==> config.mk <==
export PLATFORM = sky130hd
export DESIGN_NAME = regfile_wb_arbiter
export DESIGN_NICKNAME = d
export VERILOG_FILES = /design/src/rtl/regfile_wb_arbiter.sv
export SDC_FILE = /design/constraint.sdc
export NUM_CORES = 1
export LEC_CHECK = 0
export BUFFER_PORTS_ARGS = -buffer_cell sky130_fd_sc_hd__buf_2
export CORE_MARGIN = 2
export CORE_UTILIZATION = 40
export DETAILED_ROUTE_END_ITERATION = 16
export GPL_ROUTABILITY_DRIVEN = 0
export SLEW_MARGIN = 30
export SYNTH_ARGS = -nofsm -noshare
export SYNTH_HDL_FRONTEND = slang
export SYNTH_SLANG_ARGS = --single-unit
==> constraint.sdc <==
create_clock -name clock -period 5.6 [get_ports clock]
set_input_delay 0 -clock clock [delete_from_list [all_inputs] [get_ports clock]]
set_output_delay 0 -clock clock [all_outputs]
set_load 0.005 [all_outputs]
==> src/rtl/regfile_wb_arbiter.sv <==
`timescale 1ns/1ps
// Register-file writeback arbiter.
// Merges the single-cycle ALU writeback stream (buffered by a 2-entry FIFO
// with an empty-FIFO bypass) and the multiply/divide writeback stream onto
// one registered register-file write port. Round-robin on contention.
// Also keeps a busy scoreboard of long-latency destinations so decode can
// detect hazards on its source registers.
module regfile_wb_arbiter (
  input  logic        clock,
  input  logic        ctrl_reset,
  input  logic        alu_we,
  input  logic [4:0]  alu_rd,
  input  logic [31:0] alu_data,
  output logic        alu_stall,
  input  logic        md_valid,
  input  logic [4:0]  md_rd,
  input  logic [31:0] md_data,
  output logic        md_ready,
  input  logic        md_issue,
  input  logic [4:0]  md_issue_rd,
  input  logic [4:0]  rs_a,
  input  logic [4:0]  rs_b,
  output logic        hazard,
  output logic        rf_we,
  output logic [4:0]  rf_waddr,
  output logic [31:0] rf_wdata,
  output logic        overflow
);

  // FIFO storage: entry 0 is always the head
  logic [1:0]  count;
  logic [4:0]  q0_rd;
  logic [31:0] q0_data;
  logic [4:0]  q1_rd;
  logic [31:0] q1_data;

  // 1 = MD side was granted most recently, so ALU wins the next contention
  logic        last_md;
  logic [31:0] busy;
  logic [31:0] busy_next;

  logic        alu_in_ok;
  logic        fifo_empty;
  logic        alu_cand;
  logic [4:0]  alu_cand_rd;
  logic [31:0] alu_cand_data;
  logic        md_cand;
  logic        grant_alu;
  logic        grant_md;
  logic        pop;
  logic        bypass_taken;
  logic        push_req;
  logic        push;
  logic        drop;

  // Candidate selection and one-grant-per-cycle arbitration
  always_comb begin
    alu_in_ok     = alu_we && (alu_rd != 5'd0);
    fifo_empty    = (count == 2'd0);
    alu_cand      = !fifo_empty || alu_in_ok;
    alu_cand_rd   = fifo_empty ? alu_rd : q0_rd;
    alu_cand_data = fifo_empty ? alu_data : q0_data;
    md_cand       = md_valid && (md_rd != 5'd0);
    grant_alu     = alu_cand && (!md_cand || last_md);
    grant_md      = md_cand && !grant_alu;
    // Writes to r0 are acknowledged but never reach the register file
    md_ready      = md_valid && ((md_rd == 5'd0) || grant_md);
    alu_stall     = (count == 2'd2);
  end

  // FIFO push/pop decisions; an incoming write only skips the FIFO when it is
  // the bypass candidate and actually wins this cycle
  always_comb begin
    pop          = !fifo_empty && grant_alu;
    bypass_taken = fifo_empty && grant_alu;
    push_req     = alu_in_ok && !bypass_taken;
    push         = push_req && ((count != 2'd2) || pop);
    drop         = push_req && !push;
  end

  // FIFO storage and occupancy
  always_ff @(posedge clock or posedge ctrl_reset) begin
    if (ctrl_reset) begin
      count   <= 2'd0;
      q0_rd   <= 5'd0;
      q0_data <= 32'd0;
      q1_rd   <= 5'd0;
      q1_data <= 32'd0;
    end else begin
      case ({push, pop})
        2'b10: begin
          if (count == 2'd0) begin
            q0_rd   <= alu_rd;
            q0_data <= alu_data;
          end else begin
            q1_rd   <= alu_rd;
            q1_data <= alu_data;
          end
          count <= count + 2'd1;
        end
        2'b01: begin
          q0_rd   <= q1_rd;
          q0_data <= q1_data;
          count   <= count - 2'd1;
        end
        2'b11: begin
          if (count == 2'd1) begin
            q0_rd   <= alu_rd;
            q0_data <= alu_data;
          end else begin
            q0_rd   <= q1_rd;
            q0_data <= q1_data;
            q1_rd   <= alu_rd;
            q1_data <= alu_data;
          end
        end
        default: begin
        end
      endcase
    end
  end

  // Round-robin pointer; only moves on a real grant
  always_ff @(posedge clock or posedge ctrl_reset) begin
    if (ctrl_reset)
      last_md <= 1'b1;
    else if (grant_alu)
      last_md <= 1'b0;
    else if (grant_md)
      last_md <= 1'b1;
  end

  // Scoreboard update: MD completion clears, new issue sets (set wins), r0 never busy
  always_comb begin
    busy_next = busy;
    if (grant_md)
      busy_next[md_rd] = 1'b0;
    if (md_issue && (md_issue_rd != 5'd0))
      busy_next[md_issue_rd] = 1'b1;
    busy_next[0] = 1'b0;
  end

  // Scoreboard register
  always_ff @(posedge clock or posedge ctrl_reset) begin
    if (ctrl_reset)
      busy <= 32'd0;
    else
      busy <= busy_next;
  end

  // Registered register-file write port; address/data hold when idle
  always_ff @(posedge clock or posedge ctrl_reset) begin
    if (ctrl_reset) begin
      rf_we    <= 1'b0;
      rf_waddr <= 5'd0;
      rf_wdata <= 32'd0;
    end else begin
      rf_we <= grant_alu || grant_md;
      if (grant_alu) begin
        rf_waddr <= alu_cand_rd;
        rf_wdata <= alu_cand_data;
      end else if (grant_md) begin
        rf_waddr <= md_rd;
        rf_wdata <= md_data;
      end
    end
  end

  // Sticky flag for ALU writes lost to a full FIFO
  always_ff @(posedge clock or posedge ctrl_reset) begin
    if (ctrl_reset)
      overflow <= 1'b0;
    else if (drop)
      overflow <= 1'b1;
  end

  function automatic logic src_pending(input logic [4:0] src);
    logic hit;
    hit = 1'b0;
    if (src != 5'd0) begin
      if (busy[src])                                 hit = 1'b1;
      if ((count != 2'd0) && (q0_rd == src))         hit = 1'b1;
      if ((count == 2'd2) && (q1_rd == src))         hit = 1'b1;
      if (rf_we && (rf_waddr == src))                hit = 1'b1;
      if (alu_we && (alu_rd == src))                 hit = 1'b1;
    end
    return hit;
  endfunction

  // Decode hazard: any source with a write not yet committed
  always_comb begin
    hazard = src_pending(rs_a) || src_pending(rs_b);
  end

endmodule

# --- Word level (Yosys, flattened, before mapping) ---
# Index checks and enable logic that the tools add are counted.
word_totals:
  elab_cells: 124
  input_bits: 94
  register_bits: 147
classes:
  add_sub_neg: 2
  n_reduce_logical: 45
  mux: 41
  order_cmp: 6
  eq_ne: 16
  bitwise: 3
ops:
  columns: ["op", "count"]
  rows:
  - ["32-bit 2-to-1 mux", 8]
  - ["32-bit one-hot mux with 3 select lines", 1]
  - ["32-bit one-hot mux with 2 select lines", 1]
  - ["5-bit equality test", 8]
  - ["32-bit bitwise AND", 1]
  - ["32-bit NOT", 1]
  - ["32-bit OR", 1]
  - ["5-bit 2-to-1 mux", 6]
  - ["5-bit nonzero test", 5]
  - ["5-bit by 6-bit < comparator with 1-bit output, second input constant", 4]
  - ["1-bit logical AND", 21]
  - ["1-bit 2-to-1 mux", 18]
  - ["5-bit one-hot mux with 3 select lines", 1]
  - ["1-bit binary-select mux with 5-bit select", 2]
  - ["1-bit demux with 5-bit select", 2]
  - ["5-bit by 1-bit >= comparator with 1-bit output, second input constant", 2]
  - ["5-bit one-hot mux with 2 select lines", 1]
  - ["2-bit nonzero test", 4]
  - ["2-bit equality test, second input constant", 3]
  - ["1-bit logical OR", 6]
  - ["2-bit inequality test, second input constant", 3]
  - ["1-bit zero test", 5]
  - ["5-bit zero test", 1]
  - ["2-bit by 1-bit equality test with 1-bit output, second input constant", 2]
  - ["6 further kinds", 6]

# --- Longest topological paths before layout ---
depth:
  depth_word: 12
  ltp_mapped: 10
  ltp_nobuf: 8

# --- Worst setup path after synthesis ---
# No wires, ideal clock.
synth_timing:
  kind: "register -> register"
  startpoint: "register count[1]"
  endpoint: "register q0_data[10]"
  arrival_time_ns: 2.073
  n_path_buf: 2
  setup_time_ns: 0.126
  stages_incl_launch_ff: 8
  path_slack_ns: 3.401
  synth_period_minus_slack_ns: 2.199
  cell_sequence: "dfrtp_1 -> inv_1 -> ha_1 -> clkbuf_1 -> buf_1 -> mux2i_1 -> o21ai_0 -> a221o_1"
synth_via:
  elab_chain_cells: 10
  word_cells_on_any_way: 19
  cone_classes: "eq/ne (5); mux (3); reduce/logical (11)"
synth_rtl:
  columns: ["element", "line_no", "text"]
  rows:
  - ["start: declaration", "31", "logic [1:0] count;"]
  - ["start signal: assignment", "99", "count <= count + 2'd1;"]
  - ["start signal: assignment", "104", "count <= count - 2'd1;"]
  - ["2-bit zero test", "59, 92", null]
  - ["1-bit zero test", "60, 74", null]
  - ["1-bit logical OR", "60", "alu_cand = !fifo_empty || alu_in_ok;"]
  - ["1-bit logical AND", "64", "grant_alu = alu_cand && (!md_cand || last_md);"]
  - ["1-bit logical AND", "75", "bypass_taken = fifo_empty && grant_alu;"]
  - ["1-bit zero test", "76", "push_req = alu_in_ok && !bypass_taken;"]
  - ["1-bit logical AND", "76", null]
  - ["1-bit logical AND", "77", "push = push_req && ((count != 2'd2) || pop);"]
  - ["2-bit equality test or 2-bit by 1-bit equality test with 1-bit output (tied branches)", "90", "case ({push, pop})"]
  - ["32-bit one-hot mux with 3 select lines or 3-bit nonzero test (tied branches)", null, null]
  - ["end signal: assignment", "94", "q0_data <= alu_data;"]
  - ["end signal: assignment", "103", "q0_data <= q1_data;"]
  - ["end signal: assignment", "109", "q0_data <= alu_data;"]
  - ["end: declaration", "33", "logic [31:0] q0_data;"]
# Parallel ways exist; a longest one is shown, timed or not.
# A chain may end at the register's enable or synchronous reset.

# --- Final worst setup path ---
layout_timing:
  startpoint: "register count[1]"
  endpoint: "register rf_wdata[25]"
layout_via:
  elab_chain_cells: 7
  word_cells_on_any_way: 9
  cone_classes: "mux (2); reduce/logical (7)"
layout_rtl:
  columns: ["element", "line_no", "text"]
  rows:
  - ["2-bit zero test (*)", "59", "fifo_empty = (count == 2'd0);"]
  - ["1-bit zero test", "60", null]
  - ["1-bit logical OR", "60", null]
  - ["1-bit logical AND", "64", null]
  - ["1-bit zero test", "65", "grant_md = md_cand && !grant_alu;"]
  - ["1-bit logical AND", "65", null]
  - ["2-bit nonzero test (no source line)", null, null]
  - ["end signal: assignment", "161", "rf_wdata <= alu_cand_data;"]
  - ["end signal: assignment", "164", "rf_wdata <= md_data;"]
  - ["end: declaration", "26", "output logic [31:0] rf_wdata,"]
# Mark *: on every way between the ends. The rest lies on a longest branch, timed or not.

==> impl_metrics.csv <==
group,metric,value,unit
pwr,ir_drop,0.000233,V
critical_path,rr_worst_depth,8,
placed_design,place_area,8890,sq um
placed_design,port_buffers,135,
logic_synthesis,synth_edf_count,0,
sta,finalCritPeriodShare,57.4,%
worst_hold_path,hold_path_class,"in -> reg",
critical_path,crit_fanout,20,
logic_synthesis,synth_fp_nets,803,
cts,clock_latency,0.42,ns
sta,setup_viol_count_final,0,
final_layout,antenna_cells,0,
logic_synthesis,yosysWarnings,0,
floorplanning,num_rows,51,
cts,post-cts-setup-buffers,0,
cts,cts_num_sinks,147,
floorplanning,io-pin-count,136,
cts,cts_tree,"done",
routing,drt_wl_total,23.0,mm
logic_synthesis,yosysSeqAreaShare,45.9,%
cts,cts_resized,0,
logic_synthesis,synthArstFlopShare,100,%
routing,wire_per_inst,19.6,um
logic_synthesis,avgSynthCellArea,11.4,sq um
flow_run,maxCapViolCount,0,
cts,cts_max_level,4,
final_layout,synthToLayoutAreaGrowth,28.7,%
floorplanning,die_x,146,um
routing,postRouteAntennaNets,0,
cts,path_clk_slew,0.07,ns
global_route,grt_util_all_layers,22.1,%
global_route,grt_max_degree,81,
logic_synthesis,ys_ff_latch,147,
global_route,grt_pass1_wl,37.4,mm
placed_design,place_hpwl,15.2,mm
sta,rsz0062_at_grt,"no",
routing,drt-vias-per-instance,5.65,
sta,max-slew-margin-rel,41.2,%
routing,route.detailed.drc,0,
critical_path,end_kind,"register",
routing,drtIter0Drc,357,
routing,drtPass1Iterations,4,
pwr,powerDensity,507,nW/um^2
final_layout,fillerInstances,1776,
sta,hold_viol_final,0,
pwr,leakage,4.63,nW
worst_hold_path,hold_depth,2,
cts,ctsHoldBuffers,81,
critical_path,critPathRequiredTime,5.90,ns
sta,skew,0.0103,ns
logic_synthesis,synthesis.area,8020,sq um
critical_path,startpoint_type,"register",
run_status,status,"finished clean",
sta,tns,0,ns
cts,cts_root_buffer,"clkbuf_16",
floorplanning,start_util,40.9,%
global_route,grt_pass1_vias,6757,
final_layout,drive_above_1_share,27.2,%
final_layout,layout.nets,997,
logic_synthesis,synthCells,706,
logic_synthesis,synthFlopType,"dfrtp_1",
sta,slew_viol_final,0,
logic_synthesis,ys_types,58,
global_route,antenna_found_initial,0,
sta,max_clock_freq,311,MHz
sta,tightest_slew,0.882,ns
cts,cts_made_buffers,17,
routing,vias,6659,
floorplanning,dieHeight,146,um
final_layout,fin_area,10300,sq um
floorplanning,design.die.area,21200,sq um
sta,fin_crit,3.22,ns
critical_path,worstSetupPathType,"reg -> reg",
global_route,overflow,0,
cts,cts_buffer_depth,2,
critical_path,critPathArrivalTime,3.52,ns
floorplanning,core,19600,sq um
-- final timing paths --
| kind | startpoint | to | slack, ns |
|---|---|---|---|
| worst max-delay path | count[1] | rf_wdata[25] | 2.39 |
| worst min-delay path | alu_rd[0] | q1_rd[0] | 0.02 |
| worst max register to register | count[1] | rf_wdata[25] | 2.39 |
| worst min register to register | overflow | overflow | 0.49 |
| max in group asynchronous | ctrl_reset | busy[18] | 4.26 |
| min in group asynchronous | ctrl_reset | q1_data[10] | 0.25 |
-- routing by layer --
layer | vias up | global-route usage (%) | part of all wire, % | routed length, um
li1 | 3048 | - | - | -
met2 | 228 | 32.9 | 45 | 10300
met1 | 3355 | 32.8 | 48 | 11000
met3 | 28 | 4.11 | 5.8 | 1340
met5 | - | 0 | 0 | 0
met4 | 0 | 6.91 | 1.7 | 388
-- Yosys cell counts, types with 2 or more instances --
| cell | instances | share of area (%) |
|---|---|---|
| clkbuf_1 | 24 | 1.1 |
| buf_2 | 15 | 0.94 |
| a221o_1 | 72 | 9.0 |
| mux2i_1 | 44 | 5.5 |
| mux4_2 | 11 | 3.1 |
| xor2_1 | 29 | 3.2 |
| and4b_1 | 2 | 0.25 |
| a21oi_1 | 5 | 0.31 |
| a22o_1 | 31 | 3.4 |
| nand3_1 | 14 | 0.87 |
| and3_1 | 5 | 0.39 |
| nand4_1 | 4 | 0.31 |
| mux2_2 | 10 | 1.4 |
| nor3b_1 | 6 | 0.56 |
| xnor2_1 | 12 | 1.3 |
| o21ai_0 | 39 | 2.4 |
| buf_1 | 4 | 0.19 |
| inv_1 | 9 | 0.42 |
| dfrtp_1 | 146 | 46 |
| buf_6 | 8 | 1.1 |
| nand3b_1 | 6 | 0.56 |
| nor2_1 | 51 | 2.4 |
| mux2_4 | 30 | 5.6 |
| ha_1 | 3 | 0.47 |
| nor2_2 | 3 | 0.23 |
| a31oi_1 | 3 | 0.23 |
| nand2_1 | 75 | 3.5 |
| and3b_1 | 2 | 0.22 |
| a211oi_4 | 2 | 0.50 |
| o211ai_1 | 2 | 0.19 |
| a22oi_1 | 3 | 0.28 |
| nor3_1 | 2 | 0.12 |
| o311ai_0 | 2 | 0.22 |
| nor4_1 | 8 | 0.62 |
-- cells by family (layout without fill, tap and decap cells) --
kind of cell | count (synthesis) | in the layout | synth area share, %
AO/OA/AOI/OAI | 172 | 172 | 18.3
XOR/XNOR | 41 | 41 | 4.48
adder cells (fa/ha/maj) | 3 | 3 | 0.468
buffers and inverters | 61 | 268 | 3.89
flip-flops | 147 | 147 | 45.9
multiplexers | 95 | 95 | 15.6
AND/OR/NAND/NOR | 187 | 187 | 11.3
-- layout by cell type (no fill, tap or decap), drive strengths merged, types with 2 or more instances in the layout --
cell,Yosys,layout
nand4,4,4
nor3,3,3
clkbuf,24,18
and4b,2,2
dfrtp,146,146
nand2,75,75
o21ai,41,41
bufinv,0,2
a31oi,3,3
dlygate4sd3,0,81
ha,3,3
nor2,54,54
inv,9,16
a21oi,5,5
o211ai,2,2
mux2,40,40
clkinvlp,0,2
mux2i,44,44
mux4,11,11
and3,5,5
nand3,14,14
a211oi,2,2
nand3b,6,6
nor4b,3,3
nor4,8,8
a22oi,3,3
buf,28,146
and3b,2,2
o311ai,2,2
xnor2,12,12
a221o,72,72
xor2,29,29
or4,2,2
a22o,31,31
nor3b,6,6
clkinv,0,3
-- through the flow --
step                      total power [mW]  instances  worst slack [ns]  hold slack, ns  util [%]
after detailed placement              3.97       1064              2.42           0.191      45.4
after global routing                  5.58       1178              2.22          0.0382      52.7
after global placement                3.92       1062              2.50           0.189      45.1
final                                 5.24       1178              2.39          0.0207      52.7
after floorplan                       3.38        706              1.65           0.105         -
after CTS                             5.26       1177              2.33         0.00528      52.6
-- registers in the layout (all words and copies together) (netlist names), 2 cells and up --
| signal | count |
|---|---|
| rf_wdata | 32 |
| busy | 31 |
| count | 2 |
| rf_waddr | 5 |
| q0_rd | 5 |
| q0_data | 32 |
| q1_rd | 5 |
| q1_data | 32 |
-- power by group --
part	internal [mW]	total, mW	leakage, nW	switching [mW]
registers	1.55	1.91	1.76	0.354
logic	1.13	2.15	2.57	1.02
clock network	0.684	1.18	0.294	0.499
total	3.37	5.24	4.63	1.87
-- area by class of cell --
cell class                 count  area, sq um  share of cell area, %
inverter                       9         38.8                  0.376
multi-input combinational    498         4050                   39.3
sequential                   147         3680                   35.7
timing repair buffer         227         1610                   15.6
clock buffer                  18          439                   4.26
clock inverter                14          166                   1.61
tap                          265          332                   3.21
-- critical path, cell delays in order, from the launching register on --
cell and delay [ns]:
dfrtp_1 0.40, inv_1 0.12, ha_2 0.62, nand2_1 0.23, o21ai_2 0.40, buf_4 0.41, nor2_1 0.07, a221o_1 0.26
dlygate4sd3_1 0.57
Power figures use the tool's default switching activity.
